--- src/rtl/bcd_pkg.sv ---
// ---------------------------------------------------------------------------
// bcd_pkg
// Shared BCD constants and helpers for the BCD counter family.
//   BCD_MAX / BCD_ZERO : decade limits
//   bcd_sat()          : clamp a raw nibble to a legal BCD digit (0..9)
//   bcd_all_nines()    : all-nines pattern for up to 8 decades, digit 0 in [3:0]
// ---------------------------------------------------------------------------
package bcd_pkg;

    localparam logic [3:0] BCD_MAX  = 4'd9;
    localparam logic [3:0] BCD_ZERO = 4'd0;

    function automatic logic [3:0] bcd_sat(input logic [3:0] digit);
        return (digit > BCD_MAX) ? BCD_MAX : digit;
    endfunction

    // Returned at full 32-bit width; callers slice the low 4*digits bits.
    function automatic logic [31:0] bcd_all_nines(input int digits);
        logic [31:0] r;
        r = '0;
        for (int i = 0; i < 8; i++) begin
            if (i < digits) r[4*i +: 4] = BCD_MAX;
        end
        return r;
    endfunction

endpackage

--- src/rtl/bcd_digit_dec.sv ---
// ---------------------------------------------------------------------------
// bcd_digit_dec
// Combinational single-decade decrement stage.
//   digit      : current BCD digit
//   borrow_in  : 1 = this decade must decrement
//   next_digit : decremented (or unchanged) digit
//   borrow_out : 1 = this decade rolled 0 -> 9 and borrows from the next one
// ---------------------------------------------------------------------------
module bcd_digit_dec
    import bcd_pkg::*;
(
    input  logic [3:0] digit,
    input  logic       borrow_in,
    output logic [3:0] next_digit,
    output logic       borrow_out
);

    // NOTE: every output gets a default before the if-tree so no path can
    // leave a value unassigned, which would otherwise infer a latch.
    always_comb begin
        next_digit = digit;
        borrow_out = 1'b0;
        if (borrow_in) begin
            if (digit == BCD_ZERO) begin
                next_digit = BCD_MAX;
                borrow_out = 1'b1;
            end else begin
                next_digit = digit - 4'd1;
            end
        end
    end

endmodule

--- src/rtl/bcd_sync_down_cntr.sv ---
// ---------------------------------------------------------------------------
// bcd_sync_down_cntr
// Synchronous DIGITS-decade packed-BCD down counter with parallel load,
// terminal-count flag and cascade borrow.
//   clk      : system clock, rising edge
//   rst      : synchronous active-high reset
//   load     : parallel load strobe (beats cnt_en)
//   load_val : packed BCD load value, digit 0 in [3:0]; digits > 9 clamp to 9
//   cnt_en   : decrement enable
//   count    : registered packed BCD count
//   zero     : count == 0 (decode of the register)
//   done     : one-cycle pulse after a 1 -> 0 step
//   borrow   : one-cycle pulse after a 0 -> all-nines wrap (WRAP=1)
//   load_err : one-cycle pulse after a load that contained an illegal digit
// ---------------------------------------------------------------------------
module bcd_sync_down_cntr
    import bcd_pkg::*;
#(
    parameter int DIGITS = 2,
    parameter bit WRAP   = 1'b1
) (
    input  logic                clk,
    input  logic                rst,
    input  logic                load,
    input  logic [4*DIGITS-1:0] load_val,
    input  logic                cnt_en,
    output logic [4*DIGITS-1:0] count,
    output logic                zero,
    output logic                done,
    output logic                borrow,
    output logic                load_err
);

    localparam int          W         = 4 * DIGITS;
    localparam logic [31:0] NINES_32  = bcd_all_nines(DIGITS);
    localparam logic [W-1:0] ALL_NINES = NINES_32[W-1:0];
    localparam logic [W-1:0] COUNT_ONE = W'(1);

    logic [W-1:0]    dec_val;
    logic [DIGITS:0] chain;
    logic [W-1:0]    load_clamped;
    logic            load_bad;
    logic            at_zero;

    // Digit 0 always decrements; each stage passes its borrow upward.
    assign chain[0] = 1'b1;

    for (genvar g = 0; g < DIGITS; g++) begin : g_dec
        bcd_digit_dec u_dec (
            .digit      (count[4*g +: 4]),
            .borrow_in  (chain[g]),
            .next_digit (dec_val[4*g +: 4]),
            .borrow_out (chain[g+1])
        );
    end

    // A borrow out of the top decade means every decade was 0.
    assign at_zero = chain[DIGITS];
    assign zero    = (count == '0);

    always_comb begin
        load_clamped = '0;
        load_bad     = 1'b0;
        for (int i = 0; i < DIGITS; i++) begin
            load_clamped[4*i +: 4] = bcd_sat(load_val[4*i +: 4]);
            if (load_val[4*i +: 4] > BCD_MAX) load_bad = 1'b1;
        end
    end

    // NOTE: sequential state uses non-blocking assignments so every register
    // samples the pre-edge values, independent of statement order.
    always_ff @(posedge clk) begin
        if (rst) begin
            count    <= '0;
            done     <= 1'b0;
            borrow   <= 1'b0;
            load_err <= 1'b0;
        end else begin
            // Flags are pulses: cleared unless this edge re-raises them.
            done     <= 1'b0;
            borrow   <= 1'b0;
            load_err <= 1'b0;
            if (load) begin
                count    <= load_clamped;
                load_err <= load_bad;
            end else if (cnt_en) begin
                if (at_zero) begin
                    if (WRAP) begin
                        count  <= ALL_NINES;
                        borrow <= 1'b1;
                    end
                end else begin
                    count <= dec_val;
                    done  <= (count == COUNT_ONE);
                end
            end
        end
    end

endmodule

--- config.mk ---
export PLATFORM = sky130hd
export DESIGN_NAME = bcd_sync_down_cntr
export DESIGN_NICKNAME = d
export VERILOG_FILES = /design/src/rtl/bcd_pkg.sv /design/src/rtl/bcd_digit_dec.sv /design/src/rtl/bcd_sync_down_cntr.sv
export SDC_FILE = /design/constraint.sdc
export NUM_CORES = 1
export LEC_CHECK = 0
export BUFFER_PORTS_ARGS = -buffer_cell sky130_fd_sc_hd__buf_4
export CAP_MARGIN = 20
export CORE_MARGIN = 4
export CORE_UTILIZATION = 51
export CTS_CLUSTER_SIZE = 25
export DETAILED_ROUTE_END_ITERATION = 16
export PLACE_DENSITY_LB_ADDON = 0.3
export SLEW_MARGIN = 10
export SYNTH_ARGS = -nofsm -noshare
export SYNTH_HDL_FRONTEND = slang
export SYNTH_SLANG_ARGS = --single-unit
--- constraint.sdc ---
create_clock -name clk -period 3.85 [get_ports clk]
set_input_delay 0 -clock clk [delete_from_list [all_inputs] [get_ports clk]]
set_output_delay 0 -clock clk [all_outputs]
set_load 0.005 [all_outputs]
==> results of run 1 <==
-- placed cells by master, fill, tap and decap left out, types with 2 or more instances in the layout --
cell,count
nor2b_1,2
nand2_1,2
nand2b_1,6
clkbuf_4,3
buf_4,23
a21oi_1,8
nor4_1,4
dfxtp_1,11
a221oi_2,2
ha_1,4
or3_1,2
o21ai_1,2
nor2_1,2
o21a_1,2
nor3b_1,2
inv_1,8
a31oi_1,2
nor3_1,2
o21bai_1,2
-- repair_timing --
item / in CTS / in global routing
buffers inserted: 0 / 0
hold endpoints to repair: 3 / 0
gates resized for setup: 0 / 0
hold buffers: 1 / 0
-- worst reg2reg max path: cells and delay by family, from the launching register on --
kind | cells | cell delay, ps
simple gates | 1 | 790
fa+ha+maj | 1 | 200
compound gates | 2 | 360
flops | 1 | 380
buf+inv | 1 | 110
-- logic make-up after synthesis --
kind of cell               Yosys count  share of synthesized area [%]
and+or+nand+nor                     28                           28.4
buffers and inverters               11                           6.52
adders and majority gates            4                           7.05
DFF                                 11                           31.0
AOI/OAI and AO/OA                   26                           27.0
-- final cells by class --
type | instances | area, µm² | area share (%)
timing repair buffer | 24 | 183 | 19.8
inverter | 8 | 30.0 | 3.26
multi-input combinational | 58 | 443 | 48.1
tap | 15 | 18.8 | 2.04
sequential | 11 | 220 | 23.9
clock buffer | 4 | 26.3 | 2.85
-- final timing paths --
check	to	depth (start not counted)
max	count[7]	5
min	count[1]	3
max reg2reg	count[7]	5
min reg2reg	count[7]	2
-- per-layer routing --
| layer | track usage, % | up-vias | part of all wire, % |
|---|---|---|---|
| met4 | 9.36 | 0 | 1.4 |
| met5 | 0 | - | 0 |
| met1 | 21.6 | 331 | 45 |
| li1 | - | 345 | - |
| met2 | 28.5 | 26 | 47 |
| met3 | 5.18 | 3 | 7.1 |
-- flip-flops by register name (all words and copies together), names as in the netlist --
name      count
borrow        1
done          1
load_err      1
count         8
-- metrics by stage --
stage / setup WS [ps] / area [µm²] / instances
final: 1900 / 921 / 120
after global routing: 1750 / 921 / 120
after CTS: 1940 / 921 / 120
after detailed placement: 1940 / 885 / 115
after global placement: 2010 / 885 / 115
after floorplan: 2300 / 709 / 80
-- power by group through the flow --
stage | clock, µW | combinational [µW] | sequential [µW]
floorplan | 0 | 54.6 | 134
global placement | 0 | 85.7 | 135
detailed placement | 0 | 87.9 | 135
CTS | 84.1 | 88.8 | 133
global route | 89.7 | 97.1 | 135
finish | 80.7 | 88.2 | 133
==> flow_metrics.py, run 1 <==
metrics = {
    "floorplanning": {
        "coreArea_um2": 1300,
        "die_h_um": 45.3,
        "rows": 13,
        "ioPinCount": 24,
        "start_util_pct": 54.5,
        "die-area_um2": 2050,
        "die_w_um": 45.3,
    },
    "worst_setup_path": {
        "slowest_stage": "nor4bb_2",
        "startpoint_type": "flop",
        "crit_buf_inv": 1,
        "path_max_fanout": 8,
        "path_class": "reg2reg",
        "critPathMaxStageDelay_ps": 790,
        "cp.arrival_ps": 2110,
        "cp-startpoint": "count[0]",
        "cp-end-kind": "flop",
        "critPathTopFamily": "simple AND/OR/NAND/NOR gates",
        "r2r-start": "count[0]",
        "path_cells": "inv_1, ha_1, nor4bb_2, a311o_1, o22ai_1",
        "worstPathRequired_ps": 4010,
        "ff2ff_setup_slack_ps": 1900,
    },
    "power_and_ir_drop": {
        "seqPwrFrac_pct": 44.1,
        "p_int_uw": 210,
        "p_per_area_nw_per_um2": 328,
        "leakage_uw": 0.000418,
        "power_switching_uw": 91.9,
        "power_uw": 302,
        "switching_share_pct": 30.4,
        "power_frac_comb_pct": 29.2,
        "clock_power_share_pct": 26.7,
        "peakVddDrop_uv": 191,
    },
    "sta": {
        "max-slew-margin-rel_pct": 41.8,
        "skew_ps": 3.04,
        "clock.fmax_mhz": 513,
        "rsz0062_at_grt": "no",
        "tns_ps": 0,
        "hold_violations": 0,
        "period_minus_slack_ps": 1950,
        "hold_ws_ps": 13.3,
        "period_share_pct": 50.6,
        "worstMarginPinSlew_ps": 861,
        "slew_violations": 0,
        "setup_viol": 0,
    },
    "final_layout": {
        "diodes": 0,
        "fillers": 113,
        "fin_util_pct": 70.8,
        "syn_to_final_growth_pct": 29.8,
        "layout-drive-gt1-share_pct": 30.5,
        "fin_nets": 122,
    },
    "drt": {
        "detail-route-antenna-nets": 0,
        "dr_total_vias": 705,
        "drt-total-wl_um": 1660,
        "firstDrtPassIters": 4,
        "initialDrtViolationCount": 5,
        "drc_errors": 0,
        "wl_per_cell_um": 13.8,
        "via_per_inst": 5.88,
    },
    "synthesis": {
        "synth_async_sr_flop_share_pct": 0,
        "netlist_area_um2": 709,
        "synth.most_common_cell": "dfxtp_1",
        "ys_seq_elements": 11,
        "synth_nets": 96,
        "synth_top_area_share_pct": 31.0,
        "syn_area_per_cell_um2": 8.87,
        "synth_warnings": 0,
        "ys_top_cells_by_count": "11 x dfxtp_1, 8 x a21oi_1, 8 x inv_1, 6 x nand2b_1",
        "synth_edf_count": 0,
        "synth_cell_types": 34,
        "yosysTopAreaCell": "dfxtp_1",
        "synth_top_flop_cell": "dfxtp_1",
        "synth_cells": 80,
        "seq_area_frac_synth_pct": 31.0,
        "yosys-top-cells-area": "dfxtp_1 31%, ha_1 7.1%, a21oi_1 5.6%",
    },
    "status": {
        "status": "completed",
    },
    "min_path": {
        "hold_class": "in2reg",
        "min-delay-start": "load_val[1]",
    },
    "grt": {
        "grt_max_degree": 18,
        "grt_overflow": 0,
        "grt_pass1_vias": 631,
        "grt_pass1_wl_um": 2660,
        "grt_usage_pct": 17.9,
        "antenna_found_initial": 0,
    },
    "placed_design": {
        "hpwl_um": 1210,
        "numPortBuffers": 23,
        "place.gp.congestion": 0.851,
    },
    "clock_tree": {
        "cts_root_buf": "clkbuf_4",
        "clock_path_buffers": 2,
        "cts_max_level": 1,
        "clock_sinks": 11,
        "clkTransAtPathRegs_ps": 70,
        "clk-insertion-delay-late_ps": 270,
        "cts_inserted_buffers": 3,
        "cts_tree": "built",
    },
    "job": {
        "maxCapViolCount": 0,
    },
}
No activity file was read; power rests on OpenSTA's default activity.
==> run 2, diff against run 1 <==
--- a/config.mk
+++ b/config.mk
@@ -8,7 +8,7 @@
 export BUFFER_PORTS_ARGS = -buffer_cell sky130_fd_sc_hd__buf_4
 export CAP_MARGIN = 20
 export CORE_MARGIN = 4
-export CORE_UTILIZATION = 51
+export CORE_UTILIZATION = 43
 export CTS_CLUSTER_SIZE = 25
 export DETAILED_ROUTE_END_ITERATION = 16
 export PLACE_DENSITY_LB_ADDON = 0.3
==> constraint.sdc (replaced) <==
create_clock -name clk -period 1.7 [get_ports clk]
set_input_delay 0 -clock clk [delete_from_list [all_inputs] [get_ports clk]]
set_output_delay 0 -clock clk [all_outputs]
set_load 0.005 [all_outputs]
==> run 2 against run 1 <==
  * Register-to-register slack worse by 1800 ps
  * Clock-buffer cell count stayed put
  * Combinational power grew 140%
  * Wire length shrank 0.78%
  * Non-clock buffer count rose by 2
  * Critical endpoint is now zero
  * Largest power group unchanged
  * Highest routed layer unchanged
==> flow_metrics.py, run 2 (synthesized netlist as in run 1, its figures left out) <==
metrics = {
    "drt": {
        "drc_errors": 0,
        "via_per_inst": 5.66,
        "dr_total_vias": 696,
        "initialDrtViolationCount": 24,
        "drt-total-wl_um": 1650,
        "wl_per_cell_um": 13.4,
        "detail-route-antenna-nets": 0,
        "firstDrtPassIters": 4,
    },
    "floorplanning": {
        "coreArea_um2": 1540,
        "die_h_um": 48.6,
        "start_util_pct": 46.0,
        "die_w_um": 48.6,
        "ioPinCount": 24,
        "die-area_um2": 2360,
        "rows": 14,
    },
    "final_layout": {
        "layout_commonest_cell": "buf_4",
        "syn_to_final_growth_pct": 32.3,
        "fillers": 139,
        "design_area_um2": 938,
        "layout.area.seq_um2": 221,
        "largest_register_ffs": 8,
        "largest-register": "count",
        "diodes": 0,
        "final_cell_mix": "25 x buf_4, 10 x dfxtp_1, 8 x inv_1, 8 x a21oi_1, 6 x nand2b_1",
        "fin_nets": 124,
        "multi_input_area_um2": 443,
        "layout-drive-gt1-share_pct": 32.7,
    },
    "worst_setup_path": {
        "cp.arrival_ps": 1610,
        "slowest_stage": "or3b_1",
        "cp-end-kind": "output pin",
        "path_max_fanout": 5,
        "critPathMaxStageDelay_ps": 420,
        "worstReg2RegEnd": "count[5]",
        "path_cells": "inv_1, ha_1, or3b_1, nor2_1, buf_4",
        "worst-r2r-cell-count": 6,
        "ff2ff_setup_slack_ps": 140,
        "path_class": "reg2out",
        "r2r-start": "count[1]",
        "worstPathRequired_ps": 1700,
        "startpoint_type": "flop",
    },
    "placed_design": {
        "placed_area_um2": 901,
        "numPortBuffers": 23,
        "hpwl_um": 1210,
        "place.gp.congestion": 0.876,
    },
    "grt": {
        "grt_pass1_wl_um": 2660,
        "antenna_found_initial": 0,
        "grt_max_degree": 18,
        "grt_usage_pct": 13.9,
        "grt_pass1_vias": 636,
        "grt_overflow": 0,
    },
    "power_and_ir_drop": {
        "leakage_uw": 0.000428,
        "power_uw": 688,
        "peakVddDrop_uv": 403,
        "p_per_area_nw_per_um2": 733,
    },
    "sta": {
        "max-slew-margin-rel_pct": 80.7,
        "skew_ps": 2.05,
        "slew_violations": 0,
        "rsz0062_at_grt": "no",
        "period_share_pct": 94.8,
        "worstMarginPinSlew_ps": 289,
        "tns_ps": 0,
        "clock.fmax_mhz": 621,
        "hold_violations": 0,
        "setup_viol": 0,
        "period_minus_slack_ps": 1610,
    },
    "clock_tree": {
        "clock_sinks": 11,
        "cts_max_level": 1,
        "cts_setup_buffers": 0,
        "cts_inserted_buffers": 3,
        "clock_path_buffers": 2,
        "cts_tree": "built",
        "clk-insertion-delay-late_ps": 270,
        "cts_root_buf": "clkbuf_4",
        "clkTransAtPathRegs_ps": 70,
    },
    "min_path": {
        "min-delay-start": "load_val[1]",
        "worst_hold_path.endpoint": "count[1]",
        "hold_class": "in2reg",
        "worstHoldPathCells": 3,
    },
    "job": {
        "maxCapViolCount": 0,
    },
    "status": {
        "status": "completed",
    },
}
run 2: cell count changes in the layout (fill, tap and decap cells not counted), sizes merged:
cell	before	now
buf	23	25
run 2: critical path: cells and delay by family, from the launching register on:
family        cells  cell delay (ps)
buf+inv           2              220
simple gates      2              570
fa+ha+maj         1              220
flops             1              340
run 2: layout make-up:
class / count / share of cell area [%]
multi-input cells: 58 / 47.2
flip-flops and latches: 11 / 23.6
repair buffers: 26 / 21.1
inverters: 8 / 3.20
clock buffers: 4 / 2.80
well taps: 16 / 2.13
run 2: how the worst max path moves through the flow:
| stage | endpoint | slack [ps] | cells after the start | start |
|---|---|---|---|---|
| global route | zero | 5 | 5 | count[4] |
| global placement | count[4] | 170 | 6 | count[1] |
| detailed placement | count[5] | 110 | 6 | count[1] |
| finish | zero | 90 | 5 | count[1] |
| floorplan | count[4] | 150 | 6 | count[0] |
| CTS | zero | 80 | 5 | count[1] |
run 2: metal layers:
layer / GRT usage (%) / vias to the layer above / part of all wire (%)
li1: - / 350 / -
met4: 5.38 / 0 / 0.67
met1: 17.4 / 321 / 45
met3: 4.60 / 2 / 6.1
met2: 21.7 / 23 / 48
met5: 0 / - / 0
run 2: timing repair:
| item | in CTS | in global routing |
|---|---|---|
| hold endpoints to repair | 3 | 0 |
| gates resized for setup | 0 | 1 |
| hold buffers | 1 | 0 |
| setup endpoints to repair | 0 | 2 |
run 2: stage by stage:
stage	util, %	setup WS [ps]	hold WS, ps	cells
6_report	60.9	89.1	14.5	123
5_1_grt	60.9	4.69	28.9	123
4_1_cts	60.8	83.1	8.55	123
3_5_place_dp	58.4	113	271	118
3_3_place_gp	58.4	166	273	118
2_1_floorplan	-	150	154	80
run 2: report_power, final:
| group | switching, µW | internal [µW] | total, µW |
|---|---|---|---|
| sequential | 21.5 | 276 | 298 |
| combinational | 94.8 | 115 | 209 |
| clock | 89.8 | 90.7 | 181 |
==> run 3, diff against run 2 <==
--- a/config.mk
+++ b/config.mk
@@ -5,12 +5,12 @@
 export SDC_FILE = /design/constraint.sdc
 export NUM_CORES = 1
 export LEC_CHECK = 0
-export BUFFER_PORTS_ARGS = -buffer_cell sky130_fd_sc_hd__buf_4
 export CAP_MARGIN = 20
 export CORE_MARGIN = 4
-export CORE_UTILIZATION = 43
+export CORE_UTILIZATION = 53
 export CTS_CLUSTER_SIZE = 25
 export DETAILED_ROUTE_END_ITERATION = 16
+export DONT_BUFFER_PORTS = 1
 export PLACE_DENSITY_LB_ADDON = 0.3
 export SLEW_MARGIN = 10
 export SYNTH_ARGS = -nofsm -noshare
==> constraint.sdc (replaced) <==
create_clock -name clk -period 1.7 [get_ports clk]
set_input_delay 0.34 -clock clk [delete_from_list [all_inputs] [get_ports clk]]
set_output_delay 0.34 -clock clk [all_outputs]
set_load 0.005 [all_outputs]
==> run 3 against run 2 <==
  * Critical path type unchanged
  * Sequential power up 2%
  * Die area down 16%
  * Sequential cell count unchanged
  * Final cell count down 17%
  * Critical path depth down 1
  * Setup slack worse by 65 ps
  * Via count down 6.0%
  * Clock power about the same
  * Global-route usage up 4.7 points
  * Cell area down 11%
==> flow_metrics.py, run 3 (synthesized netlist as in run 1, its figures left out) <==
metrics = {
    "worst_setup_path": {
        "critPathMaxStageDelay_ps": 400,
        "path_cells": "inv_4, ha_4, or3b_4, nor2_4",
        "cp.arrival_ps": 1340,
        "worstPathRequired_ps": 1360,
        "slowest_stage": "or3b_4",
        "startpoint_type": "flop",
        "cp-end-kind": "output pin",
        "path_class": "reg2out",
        "path_max_fanout": 5,
        "worst-r2r-cell-count": 6,
    },
    "sta": {
        "setup_slack_ps": 23.9,
        "hold_violations": 0,
        "clock.fmax_mhz": 597,
        "setup_viol": 0,
        "max-slew-margin-rel_pct": 78.6,
        "worstMarginPinSlew_ps": 321,
        "period_minus_slack_ps": 1680,
        "skew_ps": 1.73,
        "rsz0062_at_grt": "yes",
        "slew_violations": 0,
        "tns_ps": 0,
        "period_share_pct": 98.6,
    },
    "final_layout": {
        "final_cell_mix": "9 x dfxtp_1, 8 x a21oi_1, 7 x buf_4",
        "layout_commonest_cell": "dfxtp_1",
        "stdcell_count": 102,
        "fin_nets": 105,
        "largest-register": "count",
        "layout-drive-gt1-share_pct": 29.5,
        "diodes": 0,
        "largest_register_ffs": 8,
        "syn_to_final_growth_pct": 18.0,
        "design_area_um2": 837,
    },
    "drt": {
        "drt-total-wl_um": 1680,
        "detail-route-antenna-nets": 0,
        "firstDrtPassIters": 4,
        "wl_per_cell_um": 16.5,
        "via_per_inst": 6.41,
        "dr_wl_met3_um": 155,
        "m1WireLength_um": 722,
        "top_layer": "met4",
        "initialDrtViolationCount": 26,
        "drc_errors": 0,
        "dr_total_vias": 654,
        "wl_met2_um": 792,
    },
    "clock_tree": {
        "cts_root_buf": "clkbuf_4",
        "cts_inserted_buffers": 3,
        "clock_sinks": 11,
        "cts_tree": "built",
        "clk-insertion-delay-late_ps": 270,
        "cts_max_level": 1,
        "clkTransAtPathRegs_ps": 70,
        "clock_path_buffers": 2,
    },
    "placed_design": {
        "numPortBuffers": 0,
        "hpwl_um": 1240,
        "placed_area_um2": 733,
        "pre_cts_ws_ps": 121,
        "place.gp.congestion": 0.840,
        "place_inst": 94,
    },
    "grt": {
        "grt_max_degree": 18,
        "grt_pass1_wl_um": 2730,
        "grt_usage_pct": 18.6,
        "antenna_found_initial": 0,
        "grt_pass1_vias": 601,
        "grt_overflow": 0,
    },
    "power_and_ir_drop": {
        "leakage_uw": 0.000335,
        "p_per_area_nw_per_um2": 806,
        "power_uw": 674,
        "peakVddDrop_uv": 412,
    },
    "floorplanning": {
        "die_h_um": 44.6,
        "die-area_um2": 1990,
        "die_w_um": 44.6,
        "start_util_pct": 59.8,
        "coreArea_um2": 1190,
        "rows": 12,
        "ioPinCount": 24,
    },
    "min_path": {
        "worstHoldPathCells": 1,
        "hold_class": "in2reg",
    },
    "status": {
        "status": "completed",
    },
    "job": {
        "maxCapViolCount": 0,
    },
}
run 3: worst paths after layout:
path	start	to	slack (ps)
worst max-delay path	count[4]	zero	20
worst min-delay path	rst	count[5]	120
worst max register to register	count[4]	count[4]	180
worst min register to register	count[4]	count[4]	670
run 3: worst max-delay path: cells and delay by family (launching register included):
| family | cells | cell delay, ps |
|---|---|---|
| simple gates | 2 | 490 |
| buf+inv | 1 | 60 |
| fa+ha+maj | 1 | 150 |
| flops | 1 | 370 |
run 3: stage by stage:
| step | util [%] | hold WS [ps] |
|---|---|---|
| CTS | 67.4 | 116 |
| finish | 70.6 | 123 |
| floorplan | - | 494 |
| detailed placement | 61.8 | 411 |
| global placement | 61.8 | 409 |
| global route | 70.6 | 112 |
run 3: area by class of cell:
| type | count | area (µm²) |
|---|---|---|
| multi-input combinational | 58 | 478 |
| clock buffer | 4 | 26.3 |
| tap | 14 | 17.5 |
| sequential | 11 | 228 |
| timing repair buffer | 7 | 52.6 |
| fill | 102 | 349 |
| inverter | 8 | 35.0 |
run 3: power by group:
| part | internal (µW) | switching, µW | total [µW] | leakage, µW |
|---|---|---|---|---|
| registers | 277 | 28.0 | 305 | 0.0000920 |
| logic | 103 | 85.8 | 189 | 0.000228 |
| clock network | 90.8 | 90.0 | 181 | 0.0000150 |
run 3: timing repair:
action / in CTS / in global routing
setup buffers: 1 / 3
hold buffers: 0 / 0
endpoints found under the setup margin: 1 / 1
resized for setup: 12 / 5
run 3: metal layers:
layer	vias to the layer above	track usage, %
met2	26	27.2
met1	311	23.1
met3	2	7.72
li1	315	-
met5	-	0
met4	0	9.04
